$ cat src/rtl/drone_rx_pkg.sv
// drone_rx_pkg: shared types and constants
// for the drone camera link receive deframer.
package drone_rx_pkg;

  typedef enum logic [2:0] {
    ST_HUNT_HI,
    ST_HUNT_LO,
    ST_HDR,
    ST_LEN_HI,
    ST_LEN_LO,
    ST_PAYLOAD,
    ST_CHK
  } state_e;

  localparam logic [1:0] ERR_NONE = 2'd0;
  localparam logic [1:0] ERR_CH   = 2'd1;
  localparam logic [1:0] ERR_LEN  = 2'd2;
  localparam logic [1:0] ERR_CHK  = 2'd3;

  localparam logic [15:0] DEF_SYNC = 16'hA55A;

  localparam int DEF_OUT_W      = 16;
  localparam int BYTES_PER_WORD = DEF_OUT_W / 8;

  function automatic int bytes_per_word(input int w);
    return w / 8;
  endfunction

endpackage

$ cat src/rtl/drone_rx_word_packer.sv
// drone_rx_word_packer: packs payload bytes LSB-first
// into words and holds each word until it is taken.
module drone_rx_word_packer
  import drone_rx_pkg::*;
#(
  parameter int OUT_W = 16
) (
  input  logic             clk_i,
  input  logic             rst_i,
  input  logic             clr_i,
  input  logic [7:0]       byte_i,
  input  logic             byte_valid_i,
  input  logic             last_i,
  input  logic [3:0]       ch_i,
  input  logic             out_ready_i,
  output logic [OUT_W-1:0] out_data_o,
  output logic [3:0]       out_ch_o,
  output logic             out_last_o,
  output logic             out_valid_o
);

  localparam int BPW = bytes_per_word(OUT_W);
  localparam int IW  = (BPW > 1) ? $clog2(BPW) : 1;
  localparam logic [IW-1:0] IDX_LAST = IW'(BPW - 1);

  logic [OUT_W-1:0] part_q, part_d, word;
  logic [IW-1:0]    idx_q, idx_d;
  logic [OUT_W-1:0] data_q, data_d;
  logic [3:0]       ch_q, ch_d;
  logic             last_q, last_d;
  logic             valid_q, valid_d;

  // Insert the byte into its lane; a full word
  // moves into the holding register.
  always_comb begin
    part_d  = part_q;
    idx_d   = idx_q;
    data_d  = data_q;
    ch_d    = ch_q;
    last_d  = last_q;
    valid_d = valid_q;
    word    = part_q;
    word[8*int'(idx_q) +: 8] = byte_i;
    if (valid_q && out_ready_i) begin
      valid_d = 1'b0;
    end
    if (clr_i) begin
      idx_d = '0;
    end
    if (byte_valid_i) begin
      part_d = word;
      if (idx_q == IDX_LAST) begin
        idx_d   = '0;
        data_d  = word;
        ch_d    = ch_i;
        last_d  = last_i;
        valid_d = 1'b1;
      end else begin
        idx_d = idx_q + 1'b1;
      end
    end
  end

  // Packing and holding registers.
  always_ff @(posedge clk_i) begin
    if (rst_i) begin
      part_q  <= '0;
      idx_q   <= '0;
      data_q  <= '0;
      ch_q    <= '0;
      last_q  <= 1'b0;
      valid_q <= 1'b0;
    end else begin
      part_q  <= part_d;
      idx_q   <= idx_d;
      data_q  <= data_d;
      ch_q    <= ch_d;
      last_q  <= last_d;
      valid_q <= valid_d;
    end
  end

  assign out_data_o  = data_q;
  assign out_ch_o    = ch_q;
  assign out_last_o  = last_q;
  assign out_valid_o = valid_q;

endmodule

$ cat src/rtl/drone_rx_deframer.sv
// drone_rx_deframer: sync hunt, header/length checks,
// XOR checksum and packet counters.
module drone_rx_deframer
  import drone_rx_pkg::*;
#(
  parameter logic [15:0] SYNC    = DEF_SYNC,
  parameter int          NUM_CH  = 4,
  parameter int          OUT_W   = 16,
  parameter int          MAX_LEN = 1024
) (
  input  logic             sys_clock,
  input  logic             sys_rst,
  input  logic [7:0]       in_data,
  input  logic             in_valid,
  output logic             in_ready,
  output logic [OUT_W-1:0] out_data,
  output logic [3:0]       out_ch,
  output logic             out_last,
  output logic             out_valid,
  input  logic             out_ready,
  output logic             pkt_ok,
  output logic             pkt_err,
  output logic [1:0]       err_code,
  output logic [15:0]      pkt_cnt,
  output logic [15:0]      err_cnt
);

  localparam int BPW = bytes_per_word(OUT_W);

  state_e      state_q, state_d;
  logic [3:0]  ch_q, ch_d;
  logic [7:0]  len_hi_q, len_hi_d;
  logic [15:0] rem_q, rem_d;
  logic [7:0]  xor_q, xor_d;
  logic        ok_q, ok_d;
  logic        err_q, err_d;
  logic [1:0]  code_q, code_d;
  logic [15:0] pcnt_q, pcnt_d;
  logic [15:0] ecnt_q, ecnt_d;

  logic        acc;
  logic [15:0] len_w;
  logic        ch_bad, len_bad;
  logic        pk_v, pk_last, pk_clr;

  assign in_ready = !sys_rst && !(out_valid && !out_ready);
  assign acc      = in_valid && in_ready;
  assign len_w    = {len_hi_q, in_data};
  assign ch_bad   = 32'(in_data[3:0]) >= 32'(NUM_CH);
  assign len_bad  = (len_w == 16'd0)
                 || (32'(len_w) > 32'(MAX_LEN))
                 || ((32'(len_w) % 32'(BPW)) != 32'd0);

  // Next state, packet checks and status pulses.
  always_comb begin
    state_d  = state_q;
    ch_d     = ch_q;
    len_hi_d = len_hi_q;
    rem_d    = rem_q;
    xor_d    = xor_q;
    ok_d     = 1'b0;
    err_d    = 1'b0;
    code_d   = code_q;
    pcnt_d   = pcnt_q;
    ecnt_d   = ecnt_q;
    pk_v     = 1'b0;
    pk_last  = 1'b0;
    pk_clr   = 1'b0;
    if (acc) begin
      unique case (state_q)
        ST_HUNT_HI: begin
          if (in_data == SYNC[15:8]) state_d = ST_HUNT_LO;
        end
        ST_HUNT_LO: begin
          if (in_data == SYNC[7:0]) begin
            state_d = ST_HDR;
            rem_d   = '0;
            xor_d   = '0;
            pk_clr  = 1'b1;
          end else if (in_data != SYNC[15:8]) begin
            state_d = ST_HUNT_HI;
          end
        end
        ST_HDR: begin
          if (ch_bad) begin
            err_d   = 1'b1;
            code_d  = ERR_CH;
            state_d = ST_HUNT_HI;
          end else begin
            ch_d    = in_data[3:0];
            xor_d   = in_data;
            state_d = ST_LEN_HI;
          end
        end
        ST_LEN_HI: begin
          len_hi_d = in_data;
          xor_d    = xor_q ^ in_data;
          state_d  = ST_LEN_LO;
        end
        ST_LEN_LO: begin
          if (len_bad) begin
            err_d   = 1'b1;
            code_d  = ERR_LEN;
            state_d = ST_HUNT_HI;
          end else begin
            rem_d   = len_w;
            xor_d   = xor_q ^ in_data;
            state_d = ST_PAYLOAD;
          end
        end
        ST_PAYLOAD: begin
          pk_v    = 1'b1;
          pk_last = (rem_q == 16'd1);
          xor_d   = xor_q ^ in_data;
          rem_d   = rem_q - 16'd1;
          if (rem_q == 16'd1) state_d = ST_CHK;
        end
        ST_CHK: begin
          if (in_data == xor_q) begin
            ok_d   = 1'b1;
            code_d = ERR_NONE;
          end else begin
            err_d  = 1'b1;
            code_d = ERR_CHK;
          end
          state_d = ST_HUNT_HI;
        end
        default: state_d = ST_HUNT_HI;
      endcase
    end
    if (ok_d && pcnt_q != 16'hFFFF) pcnt_d = pcnt_q + 16'd1;
    if (err_d && ecnt_q != 16'hFFFF) ecnt_d = ecnt_q + 16'd1;
  end

  // State, checksum and counter registers.
  always_ff @(posedge sys_clock) begin
    if (sys_rst) begin
      state_q  <= ST_HUNT_HI;
      ch_q     <= '0;
      len_hi_q <= '0;
      rem_q    <= '0;
      xor_q    <= '0;
      ok_q     <= 1'b0;
      err_q    <= 1'b0;
      code_q   <= ERR_NONE;
      pcnt_q   <= '0;
      ecnt_q   <= '0;
    end else begin
      state_q  <= state_d;
      ch_q     <= ch_d;
      len_hi_q <= len_hi_d;
      rem_q    <= rem_d;
      xor_q    <= xor_d;
      ok_q     <= ok_d;
      err_q    <= err_d;
      code_q   <= code_d;
      pcnt_q   <= pcnt_d;
      ecnt_q   <= ecnt_d;
    end
  end

  drone_rx_word_packer #(
    .OUT_W (OUT_W)
  ) u_packer (
    .clk_i        (sys_clock),
    .rst_i        (sys_rst),
    .clr_i        (pk_clr),
    .byte_i       (in_data),
    .byte_valid_i (pk_v),
    .last_i       (pk_last),
    .ch_i         (ch_q),
    .out_ready_i  (out_ready),
    .out_data_o   (out_data),
    .out_ch_o     (out_ch),
    .out_last_o   (out_last),
    .out_valid_o  (out_valid)
  );

  assign pkt_ok   = ok_q;
  assign pkt_err  = err_q;
  assign err_code = code_q;
  assign pkt_cnt  = pcnt_q;
  assign err_cnt  = ecnt_q;

endmodule

$ cat config.mk
export PLATFORM = sky130hd
export DESIGN_NAME = drone_rx_deframer
export DESIGN_NICKNAME = d
export VERILOG_FILES = /design/src/rtl/drone_rx_pkg.sv /design/src/rtl/drone_rx_word_packer.sv /design/src/rtl/drone_rx_deframer.sv
export SDC_FILE = /design/constraint.sdc
export NUM_CORES = 1
export LEC_CHECK = 0
export ABC_AREA = 0
export CAP_MARGIN = 20
export CORE_UTILIZATION = 40
export CTS_CLUSTER_DIAMETER = 150
export DETAILED_ROUTE_END_ITERATION = 10
export SLEW_MARGIN = 25
export SYNTH_ARGS = -nofsm -noshare
export SYNTH_HDL_FRONTEND = slang
export SYNTH_SLANG_ARGS = --single-unit
export TNS_END_PERCENT = 5
$ cat constraint.sdc
create_clock -name sys_clock -period 3.3 [get_ports sys_clock]
set_input_delay 0.66 -clock sys_clock [delete_from_list [all_inputs] [get_ports sys_clock]]
set_output_delay 0.66 -clock sys_clock [all_outputs]
set_load 0.01 [all_outputs]
==> results of run 1 <==
## Yosys cell counts, types with 2 or more instances
master and number:
nor4b_1 3, o41ai_1 2, xnor2_1 21, nand4bb_1 2, mux2_1 2, or2_2 2
and4_1 5, nand3b_1 3, a21oi_1 75, or4_4 2, or3_1 17, and2_1 3
nor4_1 7, o21ai_0 50, mux2i_1 12, buf_6 3, ha_1 4, o31ai_1 6
nand2_1 82, a22o_1 2, inv_1 15, nor3_1 23, a311oi_1 2, buf_1 2
nor2b_1 8, o31ai_4 2, or4_1 8, a221oi_1 2, dfxtp_1 106, nand3_1 21
and3_1 9, a32o_1 4, nand2b_1 5, clkbuf_1 32, buf_2 5, o311ai_0 2
nor3b_1 3, nand4_1 7, a211oi_1 4, nor2_1 63
## logic make-up after synthesis
| kind of cell | count (synthesis) | share of synthesized area |
|---|---|---|
| buffers and inverters | 58 | 0.0477 |
| and+or+nand+nor | 279 | 0.273 |
| DFF | 106 | 0.410 |
| muxes | 15 | 0.0298 |
| xor gates and xnor gates | 22 | 0.0373 |
| adders and majority gates | 4 | 0.00968 |
| AOI/OAI and AO/OA | 164 | 0.193 |
## worst paths after layout
| check | from | end | slack (ns) | cells after the start |
|---|---|---|---|---|
| worst min register to register | ch_q[3] | u_packer.out_ch_o[3] | 0.45 | 2 |
| worst min-delay path | ch_q[3] | u_packer.out_ch_o[3] | 0.45 | 2 |
| worst max register to register | len_hi_q[0] | err_cnt[4] | 0.68 | 7 |
| worst max-delay path | in_data[1] | err_cnt[4] | 0.32 | 8 |
## power groups by stage
stage                     sequential (uW)  clock [uW]  combinational, uW
after detailed placement             1310           0                100
after CTS                            1280        1030                100
after global placement               1310           0               98.9
after floorplan                      1310           0               55.9
final                                1280         999                100
after global routing                 1280        1090                109
## per-layer routing
metal | routed length [um] | vias to the layer above | part of all wire
li1 | - | 2460 | -
met1 | 6450 | 2338 | 0.47
met2 | 6290 | 155 | 0.46
met3 | 698 | 16 | 0.051
met4 | 212 | 0 | 0.016
met5 | 0 | - | 0
## worst max-delay path: stages
cell             delay (ns)
clkdlybuf4s50_1        0.42
or3_4                  0.42
or4_4                  0.55
a31oi_4                0.22
o31ai_4                0.11
buf_4                  0.21
or4_1                  0.50
a21oi_1                0.16
## stage by stage
stage	setup TNS [ns]	worst slack, ns
after CTS	0	0.327
after global routing	0	0.239
after floorplan	0	0.425
after global placement	0	0.000888
after detailed placement	-0.0994	-0.0365
final	0	0.322
## placed cells by master (no fill, tap or decap), types with 3 or more instances in the layout
master             n
dfxtp_1          106
nor4b_1            3
and4_1             5
a211oi_1           4
clkbuf_16          9
nand2_1           82
nand3b_1           3
clkdlybuf4s50_1   69
o31ai_1            6
nor2b_1            8
o21ai_0           50
or3_1             17
and3_1             9
nand3_1           21
and2_1             3
inv_1             15
nor3b_1            3
clkinv_2           3
nor2_1            63
nand2b_1           5
xnor2_1           21
or4_1              8
mux2i_1           11
ha_1               4
nor3_1            23
buf_4             33
nand4_1            7
nor4_1             7
a21oi_1           75
a32o_1             4
## registers in the layout (all words and copies together), names as in the netlist
signal and count:
err_cnt 16, pkt_cnt 16, rem_q 16, u_packer.out_data_o 16
len_hi_q 8, u_packer.part_q 8, xor_q 8, ch_q 4
u_packer.out_ch_o 4, state_q 3, err_code 2, pkt_err 1
pkt_ok 1, u_packer.idx_q 1, u_packer.out_last_o 1, u_packer.out_valid_o 1
## final cells by class
cell class / instances / area, um^2 / area share
clock inverters: 6 / 41.3 / 0.00644
flip-flops and latches: 106 / 2120 / 0.331
clock buffers: 10 / 229 / 0.0357
inverters: 16 / 60.1 / 0.00937
multi-input cells: 484 / 2810 / 0.438
repair buffers: 102 / 938 / 0.146
well taps: 172 / 215 / 0.0336
==> flow_summary.json, run 1 <==
{
  "status": "complete, no violations",
  "combPwrFrac": 0.042,
  "netlist_top_cells_area": "dfxtp_1 (41%), a21oi_1 (7.3%), nand2_1 (6.0%)",
  "global_route.usage.total": 0.215,
  "finish.net_count": 735,
  "vdd_ir_drop_max_mv": 0.217,
  "worst_hold_slack_ns": 0.449,
  "grt_pass1_wl_mm": 22.4,
  "drc_errors": 0,
  "place_inst": 880,
  "synth_largest_area_cell": "dfxtp_1",
  "synth.avg_cell_area_um2": 7.98,
  "yosys_reg_bits": 106,
  "detailed_place.area_um2": 6140,
  "ios": 71,
  "hold_viol": 0,
  "synthDominantCellAreaShare": 0.410,
  "numPortBuffers": 70,
  "synthesis.area_um2": 5170,
  "switching_share": 0.231,
  "globalRouteMet1Util": 0.289,
  "wire_per_inst_um": 15.2,
  "cp_max_fo": 11,
  "routed_wirelength_mm": 13.7,
  "maxCapViolCount": 0,
  "globalRoute.busiestLayer": "met2",
  "use_met2": 0.348,
  "synth_warnings": 0,
  "mappedNetlistNets": 664,
  "num_rows": 41,
  "fin_util": 0.508,
  "finalInstanceArea_um2": 6410,
  "holdCritPathClass": "flip-flop to flip-flop",
  "route.detailed.vias_per_inst": 5.55,
  "number_of_synthesized_flops_with_an_enable_pin": 0,
  "drt_pass1_iterations": 5,
  "grt_antenna_before_repair": 0,
  "internal-power_uw": 1830,
  "grt_max_degree": 59,
  "clock_tree_from_tritoncts": "yes",
  "power.density_nw_per_um2": 371,
  "netlist-cell-type-count": 62,
  "setup_viol_count_final": 0,
  "drive_above_1_share": 0.0843,
  "clkPwrFrac": 0.420,
  "routabilityCongestion": 0.891,
  "cp_data_arrival_time_ns": 3.25,
  "total_cts_buffers": 9,
  "clock_tree.htree_level_count": 3,
  "grt_pass1_vias": 4520,
  "final_critical_path_required_period_ns": 2.98,
  "layout_worst_path_cycle_share": 0.903,
  "timing.slew.headroom": 0.527,
  "seq_area_frac_synth": 0.410,
  "cts.sink_count": 106,
  "worst_clock_skew_ns": 0.0104,
  "unrepaired_setup_endpoints_after_global_routing": "false",
  "achievable-frequency_mhz": 336,
  "cp.required_ns": 3.57,
  "ys_dominant_reg_cell": "dfxtp_1",
  "post-cts-setup-buffer-count": 0,
  "drv_slew": 0,
  "crit_path_start_kind": "input pin",
  "dr_total_vias": 4969,
  "switching_power_uw": 550,
  "endpoint_kind": "flip-flop",
  "fp.dieW_um": 116,
  "post_cts_hold_buffer_count": 0,
  "worst_pin_slew_ns": 0.695,
  "clk_transition_reported_paths_ns": 0.07,
  "core_region_area_um2": 12600,
  "cts-root-buf": "clkbuf_16",
  "fillers": 1282,
  "seq_power_share": 0.538,
  "antenna-diode-count": 0,
  "use_met3": 0.0324,
  "final-instance-count-excl-fill": 896,
  "layout-area-overhead-vs-synth_pct": 24.0,
  "hpwl_mm": 9.53,
  "grt.overflow.total": 0,
  "synthArstFlopShare": 0,
  "postCtsResizedCells": 0,
  "leakage_uw": 0.00207,
  "chipHeight_um": 116,
  "post_synth_inst_count": 648,
  "drt_iter0_markers": 374,
  "path_class": "input pin to flip-flop",
  "total_power_uw": 2380,
  "worst_skew_pair.late_latency_ns": 0.36,
  "initial_cell_density_of_the_core": 0.410,
  "drt.antenna.violating_nets": 0,
  "die_area_um2": 13400,
  "cts_max_path_buffers": 2
}
Note: power is estimated with default switching activity, not from simulation.
==> run 2: changes to the inputs <==
Settings changed: CAP_MARGIN 20 to not set, CORE_MARGIN set to 2.
==> run 2 against run 1 <==
Effect of this change:
- flip-flop and latch count unchanged
- global-route usage is 1.7 points lower
- worst hold slack about the same
- sequential share of layout area shrank 0.16 points
- clock skew is 0.0056 ns lower
- combinational power about the same
- sequential power hardly changed
- critical path depth unchanged
- via count is 2.2% lower
- register-to-register slack about the same
==> flow_summary.json, run 2 (synthesis results as in run 1) <==
{
  "total_cts_buffers": 9,
  "layout-area-overhead-vs-synth_pct": 24.6,
  "endpoint_kind": "flip-flop",
  "leakage_uw": 0.00208,
  "area_used_by_multi_input_combinational_logic_um2": 2810,
  "drv_slew": 0,
  "grt.overflow.total": 0,
  "achievable-frequency_mhz": 334,
  "unrepaired_setup_endpoints_after_global_routing": "false",
  "crit_path_cell_trace": "clkdlybuf4s50_1 -> or3_4 -> or4_4 -> a31oi_4 -> o31ai_4 -> buf_4 -> or4_1 -> a21oi_1",
  "routabilityCongestion": 0.854,
  "post_cts_hold_buffer_count": 0,
  "worst_hold_slack_ns": 0.450,
  "worst_skew_pair.late_latency_ns": 0.35,
  "hpwl_mm": 9.61,
  "power.density_nw_per_um2": 382,
  "drt.antenna.violating_nets": 0,
  "ios": 71,
  "layout_worst_path_cycle_share": 0.908,
  "final_critical_path_required_period_ns": 3.00,
  "postCtsResizedCells": 0,
  "wire_per_inst_um": 15.3,
  "layout.area.seq_um2": 2120,
  "vdd_ir_drop_max_mv": 0.328,
  "setup_viol_count_final": 0,
  "core_region_area_um2": 12600,
  "routed_wirelength_mm": 13.7,
  "fillers": 1256,
  "drt_iter0_markers": 395,
  "grt_pass1_vias": 4531,
  "initial_cell_density_of_the_core": 0.410,
  "fp.dieW_um": 118,
  "cp_slowest_cell": "or4_4",
  "grt_max_degree": 54,
  "hold_viol": 0,
  "chipHeight_um": 118,
  "cts-root-buf": "clkbuf_16",
  "final-instance-count-excl-fill": 895,
  "drive_above_1_share": 0.0830,
  "clk_transition_reported_paths_ns": 0.07,
  "cts.sink_count": 106,
  "crit_path_start_kind": "input pin",
  "worst_clock_skew_ns": 0.00484,
  "numPortBuffers": 70,
  "path_class": "input pin to flip-flop",
  "fin_setup_tns_ns": 0,
  "maxCapViolCount": 0,
  "cp_max_fo": 14,
  "antenna-diode-count": 0,
  "timing.slew.headroom": 0.520,
  "layout_commonest_cell": "dfxtp_1",
  "die_area_um2": 13800,
  "clock_tree.htree_level_count": 3,
  "route.detailed.vias_per_inst": 5.43,
  "post-cts-setup-buffer-count": 0,
  "cp_slowest_stage_delay_ns": 0.55,
  "grt_pass1_wl_mm": 22.7,
  "drt_pass1_iterations": 5,
  "commonest_cells_after_routing_fill_and_taps_aside": "dfxtp_1 (106), nand2_1 (82), a21oi_1 (75), clkdlybuf4s50_1 (69), nor2_1 (63)",
  "num_rows": 41,
  "place_inst": 881,
  "global_route.usage.total": 0.198,
  "finish.net_count": 736,
  "cp.required_ns": 3.58,
  "cts_max_path_buffers": 2,
  "dr_total_vias": 4860,
  "cp_data_arrival_time_ns": 3.27,
  "status": "complete, no violations",
  "grt_antenna_before_repair": 0,
  "clock_tree_from_tritoncts": "yes",
  "drc_errors": 0,
  "worst_pin_slew_ns": 0.706,
  "holdCritPathClass": "flip-flop to flip-flop"
}
==> run 2: cell count changes in the layout (fill, tap and decap cells not counted), sizes merged <==
cell      change
clkinv        -5
clkbuf        +2
buf           +1
bufinv        +1
clkinvlp      +1
inv           -1
==> run 2: critical path: cells and delay by family <==
family	cells	cell delay (ns)
and+or+nand+nor	3	1.48
AOI/OAI and AO/OA	3	0.48
buffers and inverters	2	0.64
==> run 2: final timing paths <==
kind,startpoint,endpoint,slack (ns),cells past startpoint
setup reg to reg,len_hi_q[0],err_cnt[10],0.67,7
setup / recovery,in_data[1],err_cnt[10],0.30,8
hold / removal,u_packer.part_q[7],u_packer.out_data_o[7],0.45,2
hold reg to reg,u_packer.part_q[7],u_packer.out_data_o[7],0.45,2
==> run 2: layout make-up <==
| class | instances | area share |
|---|---|---|
| Multi-Input combinational cell | 484 | 0.435 |
| Tap cell | 172 | 0.0334 |
| Sequential cell | 106 | 0.329 |
| Clock buffer | 12 | 0.0398 |
| Timing Repair Buffer | 103 | 0.147 |
| Clock inverter | 2 | 0.00583 |
| Inverter | 16 | 0.00932 |
==> run 2: power by group <==
group / leakage (uW) / internal (uW) / total (uW) / switching, uW
clock network: 0.000141 / 622 / 1080 / 462
registers: 0.000853 / 1280 / 1280 / 0.122
logic: 0.00109 / 35.7 / 100 / 64.2
total: 0.00208 / 1940 / 2460 / 526
==> run 2: per-layer routing <==
| metal | global-route usage | vias to the layer above | routed length [um] |
|---|---|---|---|
| met5 | 0 | - | 0 |
| met4 | 0.0550 | 0 | 150 |
| met3 | 0.0514 | 10 | 672 |
| met2 | 0.315 | 120 | 6450 |
| met1 | 0.266 | 2283 | 6420 |
| li1 | - | 2447 | - |
==> run 2: metrics by stage <==
step | total power, uW | instance area, um^2 | worst slack [ns] | util
after detailed placement | 1410 | 6140 | -0.0472 | 0.487
after global routing | 2550 | 6440 | 0.235 | 0.511
after floorplan | 1360 | 5170 | 0.425 | -
after CTS | 2500 | 6440 | 0.324 | 0.510
after global placement | 1410 | 6140 | -0.0157 | 0.487
final | 2460 | 6440 | 0.304 | 0.511
==> run 3: changes to the inputs <==
Settings changed: CAP_MARGIN set to 15.
==> results of run 3 <==
The final DEF is identical to that of run 2; final timing and power are the same.
